$ cat src/rtl/vga_scanout.sv
`default_nettype none
// ============================================================================
//  Module   : vga_scanout
//  Purpose  : VGA raster timing generator and scan-out stage. Presents the
//             raster position to the renderer, takes its 1-bit pixel back
//             PIXEL_LATENCY cycles later, and drives sync plus 12-bit RGB to
//             the connector with blanking and sync re-aligned to that pixel.
//             Also emits a once-per-frame vblank_start tick for game logic.
//  Ports    : pixel_clk     in   pixel clock (25.175 MHz nominal)
//             rst           in   synchronous reset, active-high
//             pixel         in   renderer output, 1 = lit
//             test_mode     in   checkerboard select (VGA_TEST_PATTERN_EN only)
//             vga_x/vga_y   out  12-bit raster counters (not clamped)
//             vga_hs/vga_vs out  active-low sync
//             vga_r/g/b     out  4-bit colour channels
//             vblank_start  out  one-cycle pulse at start of vertical blank
//  Options  : define VGA_TEST_PATTERN_EN to add the test_mode port and the
//             16-pixel checkerboard generator.
//  Revision : 1.0  initial release
// ============================================================================
module vga_scanout #(
    parameter int H_ACTIVE      = 640,
    parameter int H_FP          = 16,
    parameter int H_SYNC        = 96,
    parameter int H_BP          = 48,
    parameter int V_ACTIVE      = 480,
    parameter int V_FP          = 10,
    parameter int V_SYNC        = 2,
    parameter int V_BP          = 33,
    parameter int PIXEL_LATENCY = 1
) (
    input  logic        pixel_clk,
    input  logic        rst,
    input  logic        pixel,
`ifdef VGA_TEST_PATTERN_EN
    input  logic        test_mode,
`endif
    output logic [11:0] vga_x,
    output logic [11:0] vga_y,
    output logic        vga_hs,
    output logic        vga_vs,
    output logic [3:0]  vga_r,
    output logic [3:0]  vga_g,
    output logic [3:0]  vga_b,
    output logic        vblank_start
);

    localparam int          c_h_total    = H_ACTIVE + H_FP + H_SYNC + H_BP;
    localparam int          c_v_total    = V_ACTIVE + V_FP + V_SYNC + V_BP;
    localparam logic [11:0] c_h_last     = 12'(c_h_total - 1);
    localparam logic [11:0] c_v_last     = 12'(c_v_total - 1);
    localparam logic [11:0] c_h_active   = 12'(H_ACTIVE);
    localparam logic [11:0] c_v_active   = 12'(V_ACTIVE);
    localparam logic [11:0] c_hs_first   = 12'(H_ACTIVE + H_FP);
    localparam logic [11:0] c_hs_last    = 12'(H_ACTIVE + H_FP + H_SYNC - 1);
    localparam logic [11:0] c_vs_first   = 12'(V_ACTIVE + V_FP);
    localparam logic [11:0] c_vs_last    = 12'(V_ACTIVE + V_FP + V_SYNC - 1);
    localparam int          c_dly_top    = PIXEL_LATENCY - 1;

    // Raster counters
    logic [11:0] r_h_cnt;
    logic [11:0] r_v_cnt;

    // Stage-0 timing decoded from the counters
    logic        w_h_wrap;
    logic        w_v_wrap;
    logic        w_active0;
    logic        w_hs0;
    logic        w_vs0;

    // Alignment delay line; index 0 is the newest entry
    logic [c_dly_top:0] r_active_dly;
    logic [c_dly_top:0] r_hs_dly;
    logic [c_dly_top:0] r_vs_dly;

    // Output register
    logic        w_lit;
    logic        r_hs;
    logic        r_vs;
    logic [11:0] r_rgb;
    logic        r_vblank;

    assign w_h_wrap  = (r_h_cnt == c_h_last);
    assign w_v_wrap  = (r_v_cnt == c_v_last);
    assign w_active0 = (r_h_cnt < c_h_active) && (r_v_cnt < c_v_active);
    assign w_hs0     = !((r_h_cnt >= c_hs_first) && (r_h_cnt <= c_hs_last));
    // vsync is decoded from the line counter only, so it spans whole lines
    assign w_vs0     = !((r_v_cnt >= c_vs_first) && (r_v_cnt <= c_vs_last));

    always_ff @(posedge pixel_clk) begin
        if (rst) begin
            r_h_cnt <= '0;
            r_v_cnt <= '0;
        end else if (w_h_wrap) begin
            r_h_cnt <= '0;
            r_v_cnt <= w_v_wrap ? 12'd0 : r_v_cnt + 12'd1;
        end else begin
            r_h_cnt <= r_h_cnt + 12'd1;
        end
    end

    // Delays blanking/sync by the renderer latency so they line up with the
    // pixel that belongs to the same coordinates. Reset fills it with the
    // idle (blanked, sync inactive) state so no stale sync leaks out.
    always_ff @(posedge pixel_clk) begin
        if (rst) begin
            r_active_dly <= '0;
            r_hs_dly     <= '1;
            r_vs_dly     <= '1;
        end else begin
            r_active_dly[0] <= w_active0;
            r_hs_dly[0]     <= w_hs0;
            r_vs_dly[0]     <= w_vs0;
            for (int i = 1; i < PIXEL_LATENCY; i++) begin
                r_active_dly[i] <= r_active_dly[i-1];
                r_hs_dly[i]     <= r_hs_dly[i-1];
                r_vs_dly[i]     <= r_vs_dly[i-1];
            end
        end
    end

`ifdef VGA_TEST_PATTERN_EN
    // The checkerboard only needs bit 4 of each coordinate, so only that bit
    // travels down the delay line.
    logic [c_dly_top:0] r_x4_dly;
    logic [c_dly_top:0] r_y4_dly;

    always_ff @(posedge pixel_clk) begin
        if (rst) begin
            r_x4_dly <= '0;
            r_y4_dly <= '0;
        end else begin
            r_x4_dly[0] <= r_h_cnt[4];
            r_y4_dly[0] <= r_v_cnt[4];
            for (int i = 1; i < PIXEL_LATENCY; i++) begin
                r_x4_dly[i] <= r_x4_dly[i-1];
                r_y4_dly[i] <= r_y4_dly[i-1];
            end
        end
    end

    assign w_lit = test_mode ? (r_x4_dly[c_dly_top] ^ r_y4_dly[c_dly_top]) : pixel;
`else
    assign w_lit = pixel;
`endif

    always_ff @(posedge pixel_clk) begin
        if (rst) begin
            r_hs     <= 1'b1;
            r_vs     <= 1'b1;
            r_rgb    <= 12'h000;
            r_vblank <= 1'b0;
        end else begin
            r_hs     <= r_hs_dly[c_dly_top];
            r_vs     <= r_vs_dly[c_dly_top];
            // Gating by the delayed active flag keeps garbage on pixel during
            // blanking away from the DAC.
            r_rgb    <= (r_active_dly[c_dly_top] && w_lit) ? 12'hFFF : 12'h000;
            // Taken straight from the counters: game logic wants the earliest
            // notice of blanking, not the pin-aligned one.
            r_vblank <= (r_h_cnt == 12'd0) && (r_v_cnt == c_v_active);
        end
    end

    assign vga_x        = r_h_cnt;
    assign vga_y        = r_v_cnt;
    assign vga_hs       = r_hs;
    assign vga_vs       = r_vs;
    assign vga_r        = r_rgb[11:8];
    assign vga_g        = r_rgb[7:4];
    assign vga_b        = r_rgb[3:0];
    assign vblank_start = r_vblank;

endmodule
`default_nettype wire

$ cat config.mk
export PLATFORM = sky130hd
export DESIGN_NAME = vga_scanout
export DESIGN_NICKNAME = d
export VERILOG_FILES = /design/src/rtl/vga_scanout.sv
export SDC_FILE = /design/constraint.sdc
export NUM_CORES = 1
export LEC_CHECK = 0
export ABC_AREA = 1
export CAP_MARGIN = 20
export CORE_ASPECT_RATIO = 2
export CORE_UTILIZATION = 50
export CTS_CLUSTER_SIZE = 8
export DETAILED_ROUTE_END_ITERATION = 7
export GPL_ROUTABILITY_DRIVEN = 0
export PLACE_DENSITY = 0.8
export REMOVE_ABC_BUFFERS = 1
export SYNTH_ARGS = -nofsm -noshare
export SYNTH_HDL_FRONTEND = slang
export SYNTH_SLANG_ARGS = --single-unit
$ cat constraint.sdc
create_clock -name pixel_clk -period 2.4 [get_ports pixel_clk]
set_clock_uncertainty 0.15 [all_clocks]
set_input_delay 0.48 -clock pixel_clk [delete_from_list [all_inputs] [get_ports pixel_clk]]
set_output_delay 0.48 -clock pixel_clk [all_outputs]
set_load 0.03 [all_outputs]
==> summary.txt <==
Synth
  – Share of the synthesized area in the top cell type: 34.9%
  – Yosys cell types: 28
  – Most frequent cell after synthesis: nand2_1
  – Synth Instances: between 200 and 300
  – Synth cell count leaders: nand2_1, nor2_1, dfxtp_1, inv_1, nand3_1
  – Synth async-reset ratio: 0%
  – Seq/Total Area, Yosys: 34.9%
  – Synth area leaders: dfxtp_1, nand2_1, nor2_1, inv_1, nand3_1
  – Syn Area/Cell: roughly 6.7 um2
  – EDFF count, synth: 0
  – Yosys warning count: 0
  – Mapped cell area: about 1800 um2
  – Yosys top cell by area: dfxtp_1
  – Synthesized flop and latch total: 31
  – Post-synth top flop: dfxtp_1

Timing
  – Setup violators final: 0
  – Slew of the pin with the lowest slew margin: roughly 0.55 ns
  – Unrepaired setup endpoints after global routing: false
  – Period utilization: 90.4%
  – Hold slack: around 0.26 ns
  – Final Hold Fails: 0
  – Final slew viol count: 0
  – Fmax: approximately 460 MHz
  – Post-layout min period: 2.17 ns
  – Slew HR: 63.5%

Critical path
  – FF-to-FF Start: vga_x[0]
  – Setup Crit Path Kind: register to primary output
  – Critical path's slowest cell: clkdlybuf4s50_1
  – Worst EP arrival: 1.54 ns
  – CP Data Required Time: roughly 1.8 ns
  – Critical Path End Type: primary output
  – Top Family by Delay on Critical Path: buffers and inverters
  – CP max stage delay: 0.74 ns
  – Worst Path Max Fanout: 10
  – Critical path startpoint: vga_y[2]
  – Worst path cell trace: clkdlybuf4s50_1
  – Critical Path Source Type: register
  – CP Buf/Inv Count: 1

Global route
  – First-pass GRT wire length: ~6800 um
  – GRT Residual Overflow: 0
  – Vias in the first global route: 1608
  – Pin count of the biggest net entering global routing: 14
  – Initial antenna violation count: 0
  – Global Route Usage Sum: 23.3%

Worst hold path
  – Hold WC Path Type: register to register
  – HP Start: r_hs_dly

Placement
  – Port bufs: 41
  – Dpl cell area: 2110 um2
  – Final HPWL DP: 3050 um
  – Dpl cells: 322

Floorplan
  – Rows: 30
  – Ports: 42
  – Chip width: 44.2 um
  – Core area: 3380 um2
  – Die Area: 3810 um2
  – Initial Util: roughly 53%
  – Die Y: 86.3 um

Run status
  – Status: complete, but fails checks
  – Failing checks: DRC

Power
  – P per Cell Area: 463 nW/um2
  – VDD IR max: 0.439 mV
  – Total power: 0.00102 W
  – Lkg Pwr: 0.927 nW

Finish
  – Fin nets: about 300
  – N_diodes: 0
  – Area Growth Syn to Fin: 23.9%
  – Post-Layout Cell Count: about 330
  – Final Core Density: between 60 and 70%
  – Share of cells above drive strength 1: 9.76%
  – Fin area: 2200 um2

Route
  – DR DRC count: 2
  – Drt total wl: between 4000 and 5000 um
  – Routed vias/inst: roughly 5.3
  – Via count: 1749
  – Detail Route Antenna Nets: 0
  – Iter 0 DRT Violations: 50
  – DR WL/cell: between 10 and 15 um
  – Drt pass-1 iters: 8

CTS
  – Hold_buf cts: 0
  – CTS buffer count: 5
  – Clock Path Buffers: 2
  – # Post-CTS Setup Buffers: 0
  – CTS resizes: 0
  – H-Tree Depth: 2
  – Clock tree sinks: 31
  – TritonCTS clock tree: yes
  – Worst-Skew Late Latency: 0.28 ns
  – Clock edge transition at the registers on the reported setup and hold paths: 0.06 ns
  – Root buffer cell: clkbuf_8

Run
  – Max cap viols: 0
-- layer usage --
layer	up-vias	part of all wire (%)	GRT usage, %
met2	49	54	43.2
met1	799	37	21.8
met4	0	4.7	13.5
met5	-	0	0
met3	15	4.1	5.42
li1	886	-	-
-- state kept, by name (all words and copies together), names as in the netlist --
name and flops:
vga_x 12, vga_y 12, r_active_dly 1, r_hs_dly 1, r_rgb 1, r_vs_dly 1, vblank_start 1, vga_hs 1
vga_vs 1
-- layout by cell type, fill, tap and decap left out --
cell type and n:
clkinv_1 1, nand2_4 2, clkinv_2 1, xnor2_1 1
ha_1 4, nor2_8 1, inv_2 5, xor2_1 3
a31oi_1 1, clkdlybuf4s50_1 41, nor4_1 1, nor2_4 2
o21ai_0 4, nand3b_1 1, dfxtp_1 31, a21oi_1 10
buf_4 1, inv_1 30, nand4_1 11, nand3_2 2
nand2_1 60, or2_2 3, nor2_2 2, nor3_1 3
nor2_1 44, clkbuf_8 6, nand3_1 22, nand2_2 4
-- power by group --
group	switching, W	internal, W
logic	0.0000485	0.0000332
registers	0.00000729	0.000520
clock network	0.000186	0.000225
total	0.000242	0.000778
-- final cells by class --
class	instances	area, um2
fill	300	1180
inverter	36	135
multi-input combinational	181	901
timing repair buffer	42	418
sequential	31	621
clock inverter	1	5.00
tap	32	40.0
clock buffer	6	82.6
-- logic make-up after synthesis --
family	synth area share [%]
simple gates	41.6
buf+inv	14.4
flops	34.9
compound gates	4.30
xor+xnor	1.97
fa+ha+maj	2.82
-- final timing paths --
path	endpoint	slack, ns	cells past startpoint
worst max-delay path	vga_y[2]	0.23	1
worst min register to register	vga_hs	0.26	1
worst min-delay path	vga_hs	0.26	1
worst max register to register	vga_y[1]	0.62	8
-- worst register-to-register path, stage by stage (launching register included) --
cell,delay [ns]
dfxtp_1,0.40
ha_1,0.23
nand3_2,0.19
nor2_1,0.18
nand2_2,0.12
nand2_4,0.15
nand2_2,0.12
nand2_1,0.08
nor2_1,0.04
-- stage by stage --
stage | TNS [ns] | setup WS, ns
2_1_floorplan | -9.77 | -0.814
3_3_place_gp | 0 | 0.558
3_5_place_dp | 0 | 0.539
4_1_cts | 0 | 0.232
5_1_grt | 0 | 0.186
6_report | 0 | 0.230
No activity file was read; power rests on OpenSTA's default activity.
==> RTL edit: new RTL, config.mk and constraints unchanged <==
One comparison of `r_v_cnt` changes from == to >=.
--- a/src/rtl/vga_scanout.sv
+++ b/src/rtl/vga_scanout.sv
@@ -81,7 +81,7 @@
     logic        r_vblank;
 
     assign w_h_wrap  = (r_h_cnt == c_h_last);
-    assign w_v_wrap  = (r_v_cnt == c_v_last);
+    assign w_v_wrap  = (r_v_cnt >= c_v_last);
     assign w_active0 = (r_h_cnt < c_h_active) && (r_v_cnt < c_v_active);
     assign w_hs0     = !((r_h_cnt >= c_hs_first) && (r_h_cnt <= c_hs_last));
     // vsync is decoded from the line counter only, so it spans whole lines
Function: no difference found for any inputs over 10 cycles, from zero or initial values and one cycle with rst high; that may be too few to reach the edited logic, so the function may still have changed.
==> RTL edit against the unedited design <==
Die area shrank 6.7%. Sequential share of layout area grew 1.3 points. Sequential cell count unchanged. Combinational power hardly changed. Register-to-register slack lost 0.03 ns. Count of clock-buffer cells in the layout decreased by 1. Total power rose by 0.21%. Wire length shrank 2.1%. Cell area down 4.4%. Area after synthesis decreased by 7.0%. Setup slack worse by 0.0083 ns. Critical path type unchanged.
==> RTL edit: results (changes against the unedited design) <==
[setup_path]
startpoint=r_rgb[10]
critPathMaxFanout=12  ; +2
cp-endpoint=vga_b[1]
crit_family=buffers and inverters
reg2reg_depth=10  ; +2
reg2reg_to=vga_y[2]
cpPeakStageDelay_ns=0.75
crit_arrival_ns=1.55
reg2reg_from=vga_x[0]
r2r_setup_slack_ns=0.59  ; -0.03 ns

[detailed_routing]
drt-total-wl_mm=3.92  ; -2.1%
viasPerCell=5.21  ; -2.0%
drt-initial-drc-count=39  ; -22%
post_drt_wl_per_cell_um=12.6  ; +3.6%
dr.pass1.iters=4  ; -4

[grt]
grtUsageTotal_pct=24.4  ; +1.0 points
grt_pass1_vias=1579  ; -1.8%
grt_pass1_wl_mm=6.74  ; -0.31%
antenna_found_initial=0  ; unchanged

[worst_hold_path]
hold_path_end=vga_vs
hp-start=r_vs_dly
hold_class=register to register
holdPathStages=1  ; unchanged

[status]
status=finished clean

[clock_network]
cts_buffer_depth=2  ; unchanged
ctsResizeCount=0  ; unchanged
cts-buffers-inserted=5  ; unchanged
clock_latency_ns=0.29
cts_root_buf=clkbuf_8
cts.clk_slew.worst_paths_ns=0.06  ; about the same

[yosys]
yosysUniqueCellTypes=26  ; -7.1%
ys_seq_area_share_pct=37.5  ; +2.6 points
syn_inst=242  ; -8.7%
synth_common_cells=nand2_1, nor2_1, inv_1, dfxtp_1, nand3_1
yosysWarnings=0  ; unchanged
ys_top_cells_by_area=dfxtp_1, nand2_1, nand3_1
synth_ff_type=dfxtp_1
postSynth.asyncResetShare_pct=0  ; unchanged

[sta]
setup_tns_ns=0  ; unchanged
relSlewSlack_pct=73.4  ; +9.9 points
fin_worst_hold_slack_ns=0.263  ; +0.00182 ns

[finish]
drive_above_1_share_pct=8.93  ; -0.84 points
antenna_cells=0  ; unchanged
layout.nets=286  ; -5.9%

[placement]
dp_hpwl_mm=2.98  ; -2.1%
dp.cells=303  ; -5.9%
io_buffers=41  ; unchanged

[pwr]
power.leakage_uw=0.000916  ; -1.1%
ir_worst_vdd_v=0.000487  ; +11%
switching_share_pct=26.2  ; +2.5 points

==> RTL edit: changes by cell type in the layout (fill, tap and decap cells not counted), moves of 2 or more <==
cell        delta
inv_2          -2
nand2_1        -6
clkinvlp_4     +2
nand3_2        -2
nand3_1        +6
nor3_1         +2
nand4_1        -6
nor2_1         -7
inv_1          +3
a21oi_1        -4
==> RTL edit: power by group through the flow <==
stage               clock [uW]  sequential (uW)  combinational, uW
floorplan                    0              563               21.3
finish                     414              527               81.6
detailed placement           0              539               82.1
global placement             0              538               80.9
CTS                        422              527               82.5
global route               440              528               87.3
==> RTL edit: through the flow <==
stage	setup slack, ns	power (uW)	instance area (sq um)
final	0.221	1020	2100
after global placement	0.541	619	2020
after global routing	0.150	1050	2100
after floorplan	-0.814	584	1560
after CTS	0.206	1030	2100
after detailed placement	0.520	621	2020
==> RTL edit: logic make-up after synthesis <==
| family | Yosys count | synth area share, % |
|---|---|---|
| AND/OR/NAND/NOR | 143 | 40.0 |
| adder cells (fa/ha/maj) | 4 | 3.03 |
| flip-flops | 31 | 37.5 |
| buffers and inverters | 49 | 14.2 |
| XOR/XNOR | 2 | 1.06 |
| AO/OA/AOI/OAI | 13 | 4.24 |
==> RTL edit: area by class of cell <==
type,instances,area [sq um]
Clock buffer,5,68.8
Clock inverter,3,20.0
Fill cell,286,1050
Inverter,37,140
Multi-Input combinational cell,162,798
Sequential cell,31,621
Tap cell,31,38.8
Timing Repair Buffer,42,418
==> RTL edit: layer usage <==
layer	GRT usage (%)	up-vias	routed length (um)	part of all wire, %
met5	0	-	0	0
met2	45.6	41	2220	57
met3	4.78	12	123	3.1
li1	-	818	-	-
met1	23.2	749	1450	37
met4	12.8	0	123	3.1
